### src/rtl/au_cmd_sequencer.sv
// Command sequencer for an external combinational 8-bit AU: accumulator, carry, single-pass ops and an 8-pass shift-add MUL.
// Optional rsp_zero output is enabled by defining AU_CMD_SEQ_ZERO_FLAG_EN.
module au_cmd_sequencer #(
    parameter int                DATA_W  = 8,
    parameter logic [DATA_W-1:0] ACC_RST = 8'h00
) (
    input  logic              clk,
    input  logic              rst,
    input  logic              cmd_valid,
    output logic              cmd_ready,
    input  logic [3:0]        cmd_op,
    input  logic [DATA_W-1:0] cmd_data,
    output logic              rsp_valid,
    input  logic              rsp_ready,
    output logic [DATA_W-1:0] rsp_data,
    output logic              rsp_cout,
`ifdef AU_CMD_SEQ_ZERO_FLAG_EN
    output logic              rsp_zero,
`endif
    output logic [DATA_W-1:0] au_x,
    output logic [DATA_W-1:0] au_y,
    output logic              au_s1,
    output logic              au_s0,
    output logic              au_cin,
    input  logic [DATA_W-1:0] au_f,
    input  logic              au_cout
);

    typedef enum logic [1:0] {IDLE, EXEC, MUL, RESP} state_t;

    state_t            state, state_nxt;
    logic [3:0]        op_r;
    logic [DATA_W-1:0] data_r;
    logic [DATA_W-1:0] acc;
    logic              carry;
    logic [DATA_W-1:0] mul_m, mul_q, mul_p, mul_sum;
    logic              mul_c, mul_c_nxt;
    logic [2:0]        pass_cnt;
    logic [2:0]        code;
    logic [DATA_W-1:0] rsp_data_r;
    logic              rsp_cout_r;
    logic              res_load;
    logic [DATA_W-1:0] res_data;
    logic              res_cout;
`ifdef AU_CMD_SEQ_ZERO_FLAG_EN
    logic              rsp_zero_r;
`endif

    // A pass only adds when the current multiplier bit is set; otherwise the partial product is held.
    assign mul_sum   = mul_q[0] ? au_f : mul_p;
    assign mul_c_nxt = mul_c | (mul_q[0] & au_cout);

    always_comb begin
        state_nxt = state;
        cmd_ready = 1'b0;
        rsp_valid = 1'b0;
        au_x      = acc;
        au_y      = '0;
        code      = 3'b000;
        case (state)
            IDLE: begin
                cmd_ready = 1'b1;
                if (cmd_valid)
                    state_nxt = (cmd_op == 4'd9) ? MUL : EXEC;
            end
            EXEC: begin
                if (!op_r[3]) begin
                    au_y = data_r;
                    code = op_r[2:0];
                end
                state_nxt = RESP;
            end
            MUL: begin
                au_x = mul_p;
                au_y = mul_m;
                code = mul_q[0] ? 3'b010 : 3'b000;
                if (pass_cnt == 3'd7)
                    state_nxt = RESP;
            end
            RESP: begin
                rsp_valid = 1'b1;
                if (rsp_ready)
                    state_nxt = IDLE;
            end
        endcase
    end

    assign au_s1  = code[2];
    assign au_s0  = code[1];
    assign au_cin = code[0];

    // Result of the command finishing this cycle; LOAD bypasses the AU, illegal ops echo acc with carry set.
    always_comb begin
        res_load = 1'b0;
        res_data = acc;
        res_cout = carry;
        if (state == EXEC) begin
            res_load = 1'b1;
            if (!op_r[3]) begin
                res_data = au_f;
                res_cout = au_cout;
            end else if (op_r == 4'd8) begin
                res_data = data_r;
                res_cout = 1'b0;
            end else begin
                res_data = acc;
                res_cout = 1'b1;
            end
        end else if (state == MUL && pass_cnt == 3'd7) begin
            res_load = 1'b1;
            res_data = mul_sum;
            res_cout = mul_c_nxt;
        end
    end

    always_ff @(posedge clk) begin
        if (rst) begin
            state      <= IDLE;
            acc        <= ACC_RST;
            carry      <= 1'b0;
            rsp_data_r <= '0;
            rsp_cout_r <= 1'b0;
`ifdef AU_CMD_SEQ_ZERO_FLAG_EN
            rsp_zero_r <= 1'b0;
`endif
        end else begin
            state <= state_nxt;
            if (res_load) begin
                acc        <= res_data;
                carry      <= res_cout;
                rsp_data_r <= res_data;
                rsp_cout_r <= res_cout;
`ifdef AU_CMD_SEQ_ZERO_FLAG_EN
                rsp_zero_r <= (res_data == '0);
`endif
            end
        end
    end

    // Command capture and MUL working registers; every field is initialised at accept.
    always_ff @(posedge clk) begin
        if (state == IDLE && cmd_valid) begin
            op_r     <= cmd_op;
            data_r   <= cmd_data;
            mul_m    <= acc;
            mul_q    <= cmd_data;
            mul_p    <= '0;
            mul_c    <= 1'b0;
            pass_cnt <= 3'd0;
        end else if (state == MUL) begin
            mul_p    <= mul_sum;
            mul_c    <= mul_c_nxt;
            mul_m    <= mul_m << 1;
            mul_q    <= mul_q >> 1;
            pass_cnt <= pass_cnt + 3'd1;
        end
    end

    assign rsp_data = rsp_data_r;
    assign rsp_cout = rsp_cout_r;
`ifdef AU_CMD_SEQ_ZERO_FLAG_EN
    assign rsp_zero = rsp_zero_r;
`endif

endmodule

### config.mk
export PLATFORM = sky130hd
export DESIGN_NAME = au_cmd_sequencer
export DESIGN_NICKNAME = d
export VERILOG_FILES = /design/src/rtl/au_cmd_sequencer.sv
export SDC_FILE = /design/constraint.sdc
export NUM_CORES = 1
export LEC_CHECK = 0
export BUFFER_PORTS_ARGS = -buffer_cell sky130_fd_sc_hd__buf_2
export CAP_MARGIN = 0
export CORE_MARGIN = 8
export CORE_UTILIZATION = 54
export DETAILED_ROUTE_END_ITERATION = 10
export PLACE_DENSITY_LB_ADDON = 0.3
export SKIP_CTS_REPAIR_TIMING = 1
export SYNTH_ARGS = -nofsm -noshare
export SYNTH_HDL_FRONTEND = slang
export SYNTH_SLANG_ARGS = --single-unit
### constraint.sdc
create_clock -name clk -period 2.44 [get_ports clk]
set_input_delay 0.122 -clock clk [delete_from_list [all_inputs] [get_ports clk]]
set_output_delay 0.122 -clock clk [all_outputs]
set_load 0.02 [all_outputs]
# [Word level (Yosys, flattened, before mapping)]
# Index checks and enable logic that the tools add are counted.
[classes] n_reduce_logical=8 magnitude_cmp=0 addsub=1 div=0 shifts=0 eq_ne=10 n_bitwise=2 n_mul=0 muxes=28
[ops] op="2-to-1 mux 8 bit" count=11
[ops] op="case mux 8 bit (2 select lines)" count=1
[ops] op="2-to-1 mux 2 bit" count=5
[ops] op="equality test 4 bit (second input constant)" count=2
[ops] op="2-to-1 mux 1 bit" count=8
[ops] op="case mux 2 bit (4 select lines)" count=1
[ops] op="inequality test 2 bit (second input constant)" count=3
[ops] op="case mux 3 bit (2 select lines)" count=1
[ops] op="AND reduction 3 bit" count=2
[ops] op="equality test 2 bit (second input constant)" count=2
[ops] op="nonzero test 2 bit" count=2
[ops] op="adder 3 x 1 -> 3 bit (second input constant)" count=1
[ops] op="equality test 3 bit (second input constant)" count=1
[ops] op="2-to-1 mux 3 bit" count=1
[ops] op="inequality test 3 x 2 -> 1 bit (second input constant)" count=1
[ops] op="equality test 2 x 1 -> 1 bit (second input constant)" count=1
[ops] op="logical AND 1 bit" count=2
[ops] op="zero test 2 bit" count=1
[ops] op="AND reduction 2 bit" count=1
[ops] op="AND 1 bit" count=1
[ops] op="bitwise OR 1 bit" count=1
[word_totals] latch_bits=0 rom_bits=0 mem_count=0 wordCells=59 input_bits=25 reg_bits=51 ramBits=0 output_inout_bits=30

# [Longest topological paths before layout]
# Gate-level depths: netlist of run 1.
[logic_depth] word_depth=5 depth_mapped=7 ltp_nobuf=6

# [Least setup slack after synthesis of run 1]
# No wires, ideal clock.
[synth_path] kind="register to register" startpoint="register state[0]" endpoint="register data_r[0] (enable)" stages_incl_launch_ff=6 synth_period_minus_slack_ns=2.051 slack_ns=0.389 required_time_ns=2.059 path_buffers=1 setup_ns=0.381 arrival_time_ns=1.670 cell_sequence="dfxtp_1 > inv_1 > ha_1 > nand2_1 > clkinv_1 > clkbuf_1"
[synth_between] elab_chain_len=2
[synth_rtl] item="from (decl)" line="31" text="state_t state, state_nxt;"
[synth_rtl] item="from (signal assigned)" line="127" text="state <= state_nxt;"
[synth_rtl] item="zero test 2 bit" line="142" text="if (state == IDLE && cmd_valid) begin"
[synth_rtl] item="logical AND 1 bit" line="142"
[synth_rtl] item="to (signal assigned)" line="144" text="data_r <= cmd_data;"
[synth_rtl] item="to (decl)" line="33" text="logic [DATA_W-1:0] data_r;"
# No other way between the ends.
# A chain may end at the register's enable or synchronous reset.

# [Worst setup path after layout of run 1]
[layout_path] startpoint="register op_r[3]" endpoint="output port au_y[0]"
[layout_between] elab_chain_len=2
[layout_rtl] item="from (decl)" line="32" text="logic [3:0] op_r;"
[layout_rtl] item="from (signal assigned)" line="143" text="op_r <= cmd_op;"
[layout_rtl] item="2-to-1 mux 8 bit" line="67" text="if (!op_r[3]) begin"
[layout_rtl] item="case mux 8 bit (2 select lines)" line="60" text="case (state)"
[layout_rtl] item="to (decl)" line="21" text="output logic [DATA_W-1:0] au_y,"
# No other way between the ends.

==> impl_metrics.ini, run 1 <==
[status]
outcome = finished clean

[yosys]
synth_area_mm2 = 0.002641
yosysMostFrequentCell = nand2_1
postSynth.asyncResetShare_pct = 0
synth_area_per_cell_um2 = 10.28
syn_inst = 257
yosys.cell_types.count = 34
synth_top_cell_area_share_pct = 31.83
yosys-top-cells-count = 52 x nand2_1, 28 x edfxtp_1, 23 x dfxtp_1, 22 x nor2b_1, 18 x mux2i_1
ys_seq_area_share_pct = 49.27
ys_warn_count = 0
synth_seq_cells = 51
syn-num-nets = 291
synth_edf_count = 28
synthTopCellsByArea = edfxtp_1 32%, dfxtp_1 17%, nand2_1 7.4%, mux2i_1 6.8%, mux2_2 6.8%
synth_top_flop_cell = edfxtp_1
yosys.area.top_type = edfxtp_1

[pwr]
seqPwrFrac_pct = 41.6
switching_share_pct = 40.77
p_clk_share_pct = 12.5
net-switching-power_mw = 1.536
pwr-share-comb_pct = 45.9
irDropWorstVdd_mv = 0.7367
internal-power_mw = 2.231
p_leak_nw = 1.357
cellPowerDensity_mw_per_mm2 = 1219

[setup_path]
worstPathArrival_ns = 2.13
cpPeakStageDelay_ns = 0.66
reg2reg_depth = 5
timing.rr.start = state[1]
worst_setup_path_start_kind = flip-flop
cp_cell_sequence = nor2b_1 -> a22oi_1 -> nor2b_1 -> buf_2
cp_slowest_cell = edfxtp_1
r2r-end = rsp_data[0]
path_delay_family = simple AND/OR/NAND/NOR gates
reg2reg_slack_ns = 0.47
crit_path_frequent_cell = nor2b_1
cp-end-kind = primary output
path_max_fanout = 11
critPathBufInv = 1
worstSetupPathType = reg -> out
critPathRequiredTime_ns = 2.32

[floorplan]
coreArea_mm2 = 0.004723
initial_core_util_pct = 55.92
die-width_um = 85.94
io_pins = 55
dieArea_mm2 = 0.007385
fp.dieH_um = 85.94
num_rows = 25

[layout]
area_growth_pct = 17.01
diodes = 0
layout.nets = 347
drive_gt1_share_pct = 29.30
regArea_mm2 = 0.001301
fillers = 405
multi_input_area_mm2 = 0.001257

[worst_hold_path]
min_path_type = in -> reg
min_path_cells = 1
hold_end = data_r[0]
hold_start = cmd_data[0]

[clocking]
cts.sinks = 51
cts_tree = built
insertion_delay_ns = 0.30
htreeDepth = 2
clk_pin_slew_worst_paths_ns = 0.09
cts_made_buffers = 5
clockRootBuffer = clkbuf_8
cts_buffer_depth = 2

[global_route]
grt_util_met3_pct = 4.871
antenna_found_initial = 0
gr-max-usage-layer = met2
grt_pass1_wl_mm = 10.29
track_usage_pct = 17.48
gr-usage-met1_pct = 22.07
first_global_vias = 2137
grt_overflow = 0
use_met2_pct = 27.57
grt_max_degree = 23

[placed_design]
dp_hpwl_mm = 4.610
gp_congestion = 0.8149
io_buffers = 54

[routing]
drc = 0
vias_per_cell = 5.373
postRouteWirelength_mm = 6.260
drt_iter0_drc = 161
first_pass_iters = 4
vias = 2047
wire_per_inst_um = 16.43
ant_nets = 0

[sta]
tightest_slew_ns = 0.6926
slew_violations = 0
tns_ns = 0
post-route-period-util_pct = 92.23
final.min_clock_period_ns = 2.250
max_slew_margin_pct = 53.73
rsz0062_at_grt = no
whs_ns = 0.005821
fmax_mhz = 444.4
final-setup-viol-count = 0
fin_skew_ns = 0.004610
hold_violations = 0

[run]
cap_violations = 0
[layout by cell type, fill, tap and decap left out, drive strengths merged, types with 3 or more instances in the layout]
cell	n
mux2i	18
buf	61
mux2	16
a22oi	9
inv	3
clkinv	3
nor2b	22
nor2	7
dfxtp	23
edfxtp	28
and3	4
o21ai	16
nand3	8
nand2b	3
a21oi	10
ha	9
clkbuf	6
nand2	52
dlygate4sd3	3
[per-stage QoR]
stage	std cells	worst slack, ns	total power [mW]	util, %	area (µm²)
floorplan	257	0.3892	2.786	-	2641
global placement	370	0.5376	3.263	63.10	2980
detailed placement	370	0.4715	3.309	63.10	2980
CTS	378	0.1924	3.775	64.79	3060
global route	381	0.05382	4.018	65.43	3090
finish	381	0.1896	3.767	65.43	3090
[how the worst max path moves through the flow]
| stage | start | slack (ns) | endpoint | depth (start not counted) |
|---|---|---|---|---|
| floorplan | state[0] | 0.39 | data_r[0] | 5 |
| global placement | state[1] | 0.54 | rsp_data[5] | 5 |
| detailed placement | state[1] | 0.47 | rsp_data[0] | 5 |
| CTS | state[1] | 0.19 | au_y[7] | 6 |
| global route | op_r[3] | 0.05 | au_y[0] | 4 |
| finish | op_r[3] | 0.19 | au_y[0] | 4 |
[cells by family after synthesis]
kind of cell               synth area share, %
and+or+nand+nor                          17.76
DFF                                      49.27
AOI/OAI and AO/OA                        11.61
muxes                                    13.64
buffers and inverters                    3.126
adders and majority gates                4.263
xor gates and xnor gates                0.3317
[area by class of cell]
type	count	share of cell area, %
clock buffer	6	2.348
clock inverter	2	0.2429
inverter	4	0.4858
multi-input combinational	187	40.69
sequential	51	42.11
tap	67	2.713
timing repair buffer	64	11.42
[flip-flops by register name, indices dropped and copies added, names as in the netlist]
name,flops
mul_q,8
state,2
mul_m,8
data_r,8
mul_c,1
op_r,4
mul_p,8
rsp_cout,1
rsp_data,8
pass_cnt,3
[metal layers]
| metal | wire length [µm] | vias to the layer above |
|---|---|---|
| met1 | 2848 | 954 |
| met3 | 391 | 11 |
| met5 | 0 | - |
| met4 | 107 | 0 |
| li1 | - | 1022 |
| met2 | 2912 | 60 |
[power groups by stage]
stage | Sequential [mW] | Combinational (mW) | Clock (mW)
final | 1.57 | 1.73 | 0.469
after global routing | 1.60 | 1.91 | 0.504
after CTS | 1.57 | 1.73 | 0.475
after detailed placement | 1.58 | 1.72 | 0
after global placement | 1.57 | 1.70 | 0
after floorplan | 1.51 | 1.28 | 0
No activity file was read; power rests on OpenSTA's default activity.
==> inputs of run 2 (changes only) <==
--- a/config.mk
+++ b/config.mk
@@ -7,8 +7,10 @@
 export LEC_CHECK = 0
 export BUFFER_PORTS_ARGS = -buffer_cell sky130_fd_sc_hd__buf_2
 export CAP_MARGIN = 0
+export CELL_PAD_IN_SITES_DETAIL_PLACEMENT = 0
+export CELL_PAD_IN_SITES_GLOBAL_PLACEMENT = 1
 export CORE_MARGIN = 8
-export CORE_UTILIZATION = 54
+export CORE_UTILIZATION = 42
 export DETAILED_ROUTE_END_ITERATION = 10
 export PLACE_DENSITY_LB_ADDON = 0.3
 export SKIP_CTS_REPAIR_TIMING = 1
==> run 2 against run 1 <==
  * Core utilization decreased by 14 points
  * First-iteration DRC count is 37% lower
  * Die area increased by 23%
  * Total power increased by 6.0%
  * Sequential power down 3%
  * Global-route usage is 2.8 points lower
  * Critical endpoint is now au_y[7]
==> impl_metrics.ini, run 2 (synthesis gave the netlist of run 1 again) <==
[status]
outcome = finished clean

[clocking]
htreeDepth = 2
cts_buffer_depth = 2
insertion_delay_ns = 0.30
cts_made_buffers = 5
clockRootBuffer = clkbuf_8
clk_pin_slew_worst_paths_ns = 0.09
cts_tree = built
cts.sinks = 51

[routing]
vias_per_cell = 5.103
first_pass_iters = 4
ant_nets = 0
vias = 2026
drt_iter0_drc = 101
postRouteWirelength_mm = 6.427
wire_per_inst_um = 16.19
drc = 0

[floorplan]
die-width_um = 95.30
dieArea_mm2 = 0.009082
initial_core_util_pct = 42.57
fp.dieH_um = 95.30
num_rows = 29
coreArea_mm2 = 0.006205
io_pins = 55

[pwr]
net-switching-power_mw = 1.534
p_leak_nw = 1.409
seqPwrFrac_pct = 38.0
cellPowerDensity_mw_per_mm2 = 1244
fin_total_pwr_mw = 3.993
p_clk_share_pct = 17.2
pwr-share-comb_pct = 44.8
switching_share_pct = 38.42
internal-power_mw = 2.459
irDropWorstVdd_mv = 0.5261

[setup_path]
cp_slowest_cell = ha_1
cp-end-kind = primary output
reg2reg_slack_ns = 0.47
critPathBufInv = 2
cpPeakStageDelay_ns = 0.50
path_max_fanout = 11
path_delay_family = simple AND/OR/NAND/NOR gates
crit_path_frequent_cell = nor2b_1
worstSetupPathType = reg -> out
worstPathArrival_ns = 2.11
critPathRequiredTime_ns = 2.32
cp_cell_sequence = inv_1 -> ha_1 -> nor2b_1 -> a22oi_1 -> nor2b_1 -> buf_2
worst_setup_path_start_kind = flip-flop

[layout]
drive_gt1_share_pct = 30.00
layout_commonest_cell = buf_2
fin_area_mm2 = 0.003211
layout.nets = 353
fin_util_pct = 51.74
fillers = 579
final_cell_mix = 54 x buf_2, 52 x nand2_1, 28 x edfxtp_1
area_growth_pct = 21.55
diodes = 0

[sta]
rsz0062_at_grt = no
hold_violations = 0
fin_skew_ns = 0.003069
tightest_slew_ns = 0.6220
final.min_clock_period_ns = 2.236
slew_violations = 0
max_slew_margin_pct = 58.45
fmax_mhz = 447.3
post-route-period-util_pct = 91.63
tns_ns = 0
final-setup-viol-count = 0
setup_ws_ns = 0.2042

[worst_hold_path]
min_path_type = in -> reg

[placed_design]
gp_congestion = 0.7602
io_buffers = 54
place_worst_setup_slack_ns = 0.4435
placed_cell_area_mm2 = 0.003008
dp_hpwl_mm = 4.863

[run]
cap_violations = 0

[global_route]
antenna_found_initial = 0
grt_overflow = 0
first_global_vias = 2022
track_usage_pct = 14.69
grt_pass1_wl_mm = 10.32
grt_max_degree = 25
==> run 2: cell types whose count changed in the layout (fill, tap and decap cells not counted) <==
cell	before	now
dlygate4sd3_1	3	7
bufinv_16	0	2
clkinv_1	3	1
buf_4	7	9
==> run 2: routing by layer <==
layer	part of all wire [%]	GRT usage [%]	up-vias
li1	-	-	1029
met1	46	18.37	942
met2	47	24.11	47
met3	4.9	3.701	8
met4	1.5	4.941	0
met5	0	0	-
==> run 2: power by group through the flow <==
stage          Clock (mW)  Sequential (mW)  Combinational, mW
2_1_floorplan           0             1.51               1.28
4_1_cts             0.703             1.52               1.80
6_report            0.689             1.52               1.79
3_3_place_gp            0             1.53               1.79
3_5_place_dp            0             1.54               1.79
5_1_grt             0.736             1.55               1.98
==> run 2: worst reg2reg max path: cells and delay by family, from the launching register on <==
kind	cells	cell delay [ns]
simple gates	1	0.40
flops	1	0.35
compound gates	2	0.46
fa+ha+maj	1	0.50
buf+inv	1	0.15
==> run 2: final timing paths <==
path / endpoint / cells past startpoint / start
worst max-delay path: au_y[7] / 6 / state[1]
worst min-delay path: op_r[1] / 1 / cmd_op[1]
worst max register to register: rsp_data[6] / 5 / state[1]
worst min register to register: rsp_cout / 2 / rsp_cout
==> run 2: through the flow <==
step | hold slack [ns] | std cells
after CTS | -0.002991 | 390
after global routing | 0.002220 | 397
after floorplan | 0.2209 | 257
after detailed placement | 0.3155 | 382
final | 0.006638 | 397
after global placement | 0.3137 | 382
==> run 2: layout make-up <==
class | count | area, µm² | area share [%]
repair buffers | 70 | 407.9 | 12.70
multi-input cells | 187 | 1257 | 39.17
inverters | 4 | 15.01 | 0.4677
clock buffers | 6 | 72.57 | 2.260
clock inverters | 2 | 60.06 | 1.871
flip-flops and latches | 51 | 1301 | 40.53
well taps | 77 | 96.34 | 3.001
==> inputs of run 3 (changes only) <==
--- a/config.mk
+++ b/config.mk
@@ -12,8 +12,9 @@
 export CORE_MARGIN = 8
 export CORE_UTILIZATION = 42
 export DETAILED_ROUTE_END_ITERATION = 10
-export PLACE_DENSITY_LB_ADDON = 0.3
+export PLACE_DENSITY = 0.78
 export SKIP_CTS_REPAIR_TIMING = 1
+export SLEW_MARGIN = 10
 export SYNTH_ARGS = -nofsm -noshare
 export SYNTH_HDL_FRONTEND = slang
 export SYNTH_SLANG_ARGS = --single-unit
==> run 3 against run 2 <==
  * Design area grew 0.39%
  * Hold slack better by 0.0030 ns
  * Register-to-register slack got worse by 0.03 ns
  * Clock skew up 0.0029 ns
  * Sequential power grew 3%
  * Flip-flop and latch count stayed put
  * Via count increased by 2.4%
==> impl_metrics.ini, run 3 (synthesis gave the netlist of run 1 again) <==
[global_route]
track_usage_pct = 14.67
antenna_found_initial = 0
first_global_vias = 1969
grt_pass1_wl_mm = 10.21
grt_overflow = 0
grt_max_degree = 25

[worst_hold_path]
min_path_type = in -> reg

[pwr]
switching_share_pct = 39.73
seqPwrFrac_pct = 39.7
p_clk_share_pct = 15.1
irDropWorstVdd_mv = 0.6476
fin_total_pwr_mw = 3.948
net-switching-power_mw = 1.568
pwr-share-comb_pct = 45.2
cellPowerDensity_mw_per_mm2 = 1225
p_leak_nw = 1.414
internal-power_mw = 2.380

[clocking]
cts.sinks = 51
htreeDepth = 2
cts_made_buffers = 5
cts_tree = built
clk_pin_slew_worst_paths_ns = 0.10
clockRootBuffer = clkbuf_8
insertion_delay_ns = 0.30
cts_buffer_depth = 2

[placed_design]
gp_congestion = 0.8008
dp_hpwl_mm = 4.816
place_worst_setup_slack_ns = 0.4220
io_buffers = 54

[sta]
tns_ns = 0
rsz0062_at_grt = no
setup_ws_ns = 0.1904
final-setup-viol-count = 0
fin_skew_ns = 0.005999
final.min_clock_period_ns = 2.250
hold_violations = 0
whs_ns = 0.009608
post-route-period-util_pct = 92.20
fmax_mhz = 444.5
slew_violations = 0
max_slew_margin_pct = 58.42
tightest_slew_ns = 0.6236

[routing]
wire_per_inst_um = 16.30
ant_nets = 0
postRouteWirelength_mm = 6.502
first_pass_iters = 4
drc = 0
vias_per_cell = 5.201
vias = 2075
drt_iter0_drc = 147

[setup_path]
worstPathArrival_ns = 2.13
critPathRequiredTime_ns = 2.32
worst_setup_path_start_kind = flip-flop
worstSetupPathType = reg -> out
cp-end-kind = primary output
path_max_fanout = 11

[floorplan]
fp.dieH_um = 95.30
coreArea_mm2 = 0.006205
num_rows = 29
dieArea_mm2 = 0.009082
die-width_um = 95.30
io_pins = 55
initial_core_util_pct = 42.57

[layout]
area_growth_pct = 22.03
drive_gt1_share_pct = 30.12
layout.nets = 355
diodes = 0
final_cell_mix = 54 x buf_2, 52 x nand2_1, 28 x edfxtp_1
layout_commonest_cell = buf_2

[run]
cap_violations = 0

[status]
outcome = finished clean
## run 3: cell count changes in the layout (fill, tap and decap cells not counted)
cell / change
dlygate4sd3_1: +2
buf_12: +1
buf_4: -1
bufinv_16: -1
clkinv_2: +1
clkbuf_1: -1
clkinv_4: +1
## run 3: critical path, cell delays in order, from the launching register on
cell and delay (ns):
dfxtp_1 0.35, inv_1 0.15, ha_1 0.51, nor2b_1 0.38
a22oi_1 0.13, nor2b_1 0.13, buf_2 0.17
## run 3: layer usage
layer / GRT usage [%] / up-vias / part of all wire, %
li1: - / 1037 / -
met1: 19.52 / 974 / 46
met2: 22.61 / 56 / 46
met3: 4.016 / 8 / 6.7
met4: 4.551 / 0 / 1.2
met5: 0 / - / 0
## run 3: worst paths after layout
path,startpoint,to,slack [ns],cells past startpoint
setup / recovery,state[1],au_y[7],0.19,6
hold / removal,cmd_data[6],data_r[6],0.01,1
setup reg to reg,state[1],rsp_data[6],0.44,5
hold reg to reg,mul_p[6],mul_p[6],0.47,2
## run 3: layout make-up
| class | count | area (µm²) |
|---|---|---|
| multi-input cells | 187 | 1257 |
| fillers | 568 | 2982 |
| well taps | 77 | 96.34 |
| repair buffers | 72 | 440.4 |
| clock buffers | 5 | 68.82 |
| flip-flops and latches | 51 | 1301 |
| clock inverters | 3 | 43.79 |
| inverters | 4 | 15.01 |
## run 3: power groups by stage
| stage | clock network [mW] | registers (mW) | logic [mW] |
|---|---|---|---|
| final | 0.598 | 1.57 | 1.78 |
| after global routing | 0.637 | 1.61 | 1.99 |
| after CTS | 0.612 | 1.57 | 1.79 |
| after detailed placement | 0 | 1.59 | 1.78 |
| after global placement | 0 | 1.58 | 1.77 |
| after floorplan | 0 | 1.51 | 1.28 |
## run 3: through the flow
step / util [%] / area (µm²) / cells
finish: 51.95 / 3223 / 399
global route: 51.95 / 3223 / 399
CTS: 50.49 / 3133 / 390
detailed placement: 48.68 / 3020 / 382
global placement: 48.68 / 3020 / 382
floorplan: - / 2641 / 257
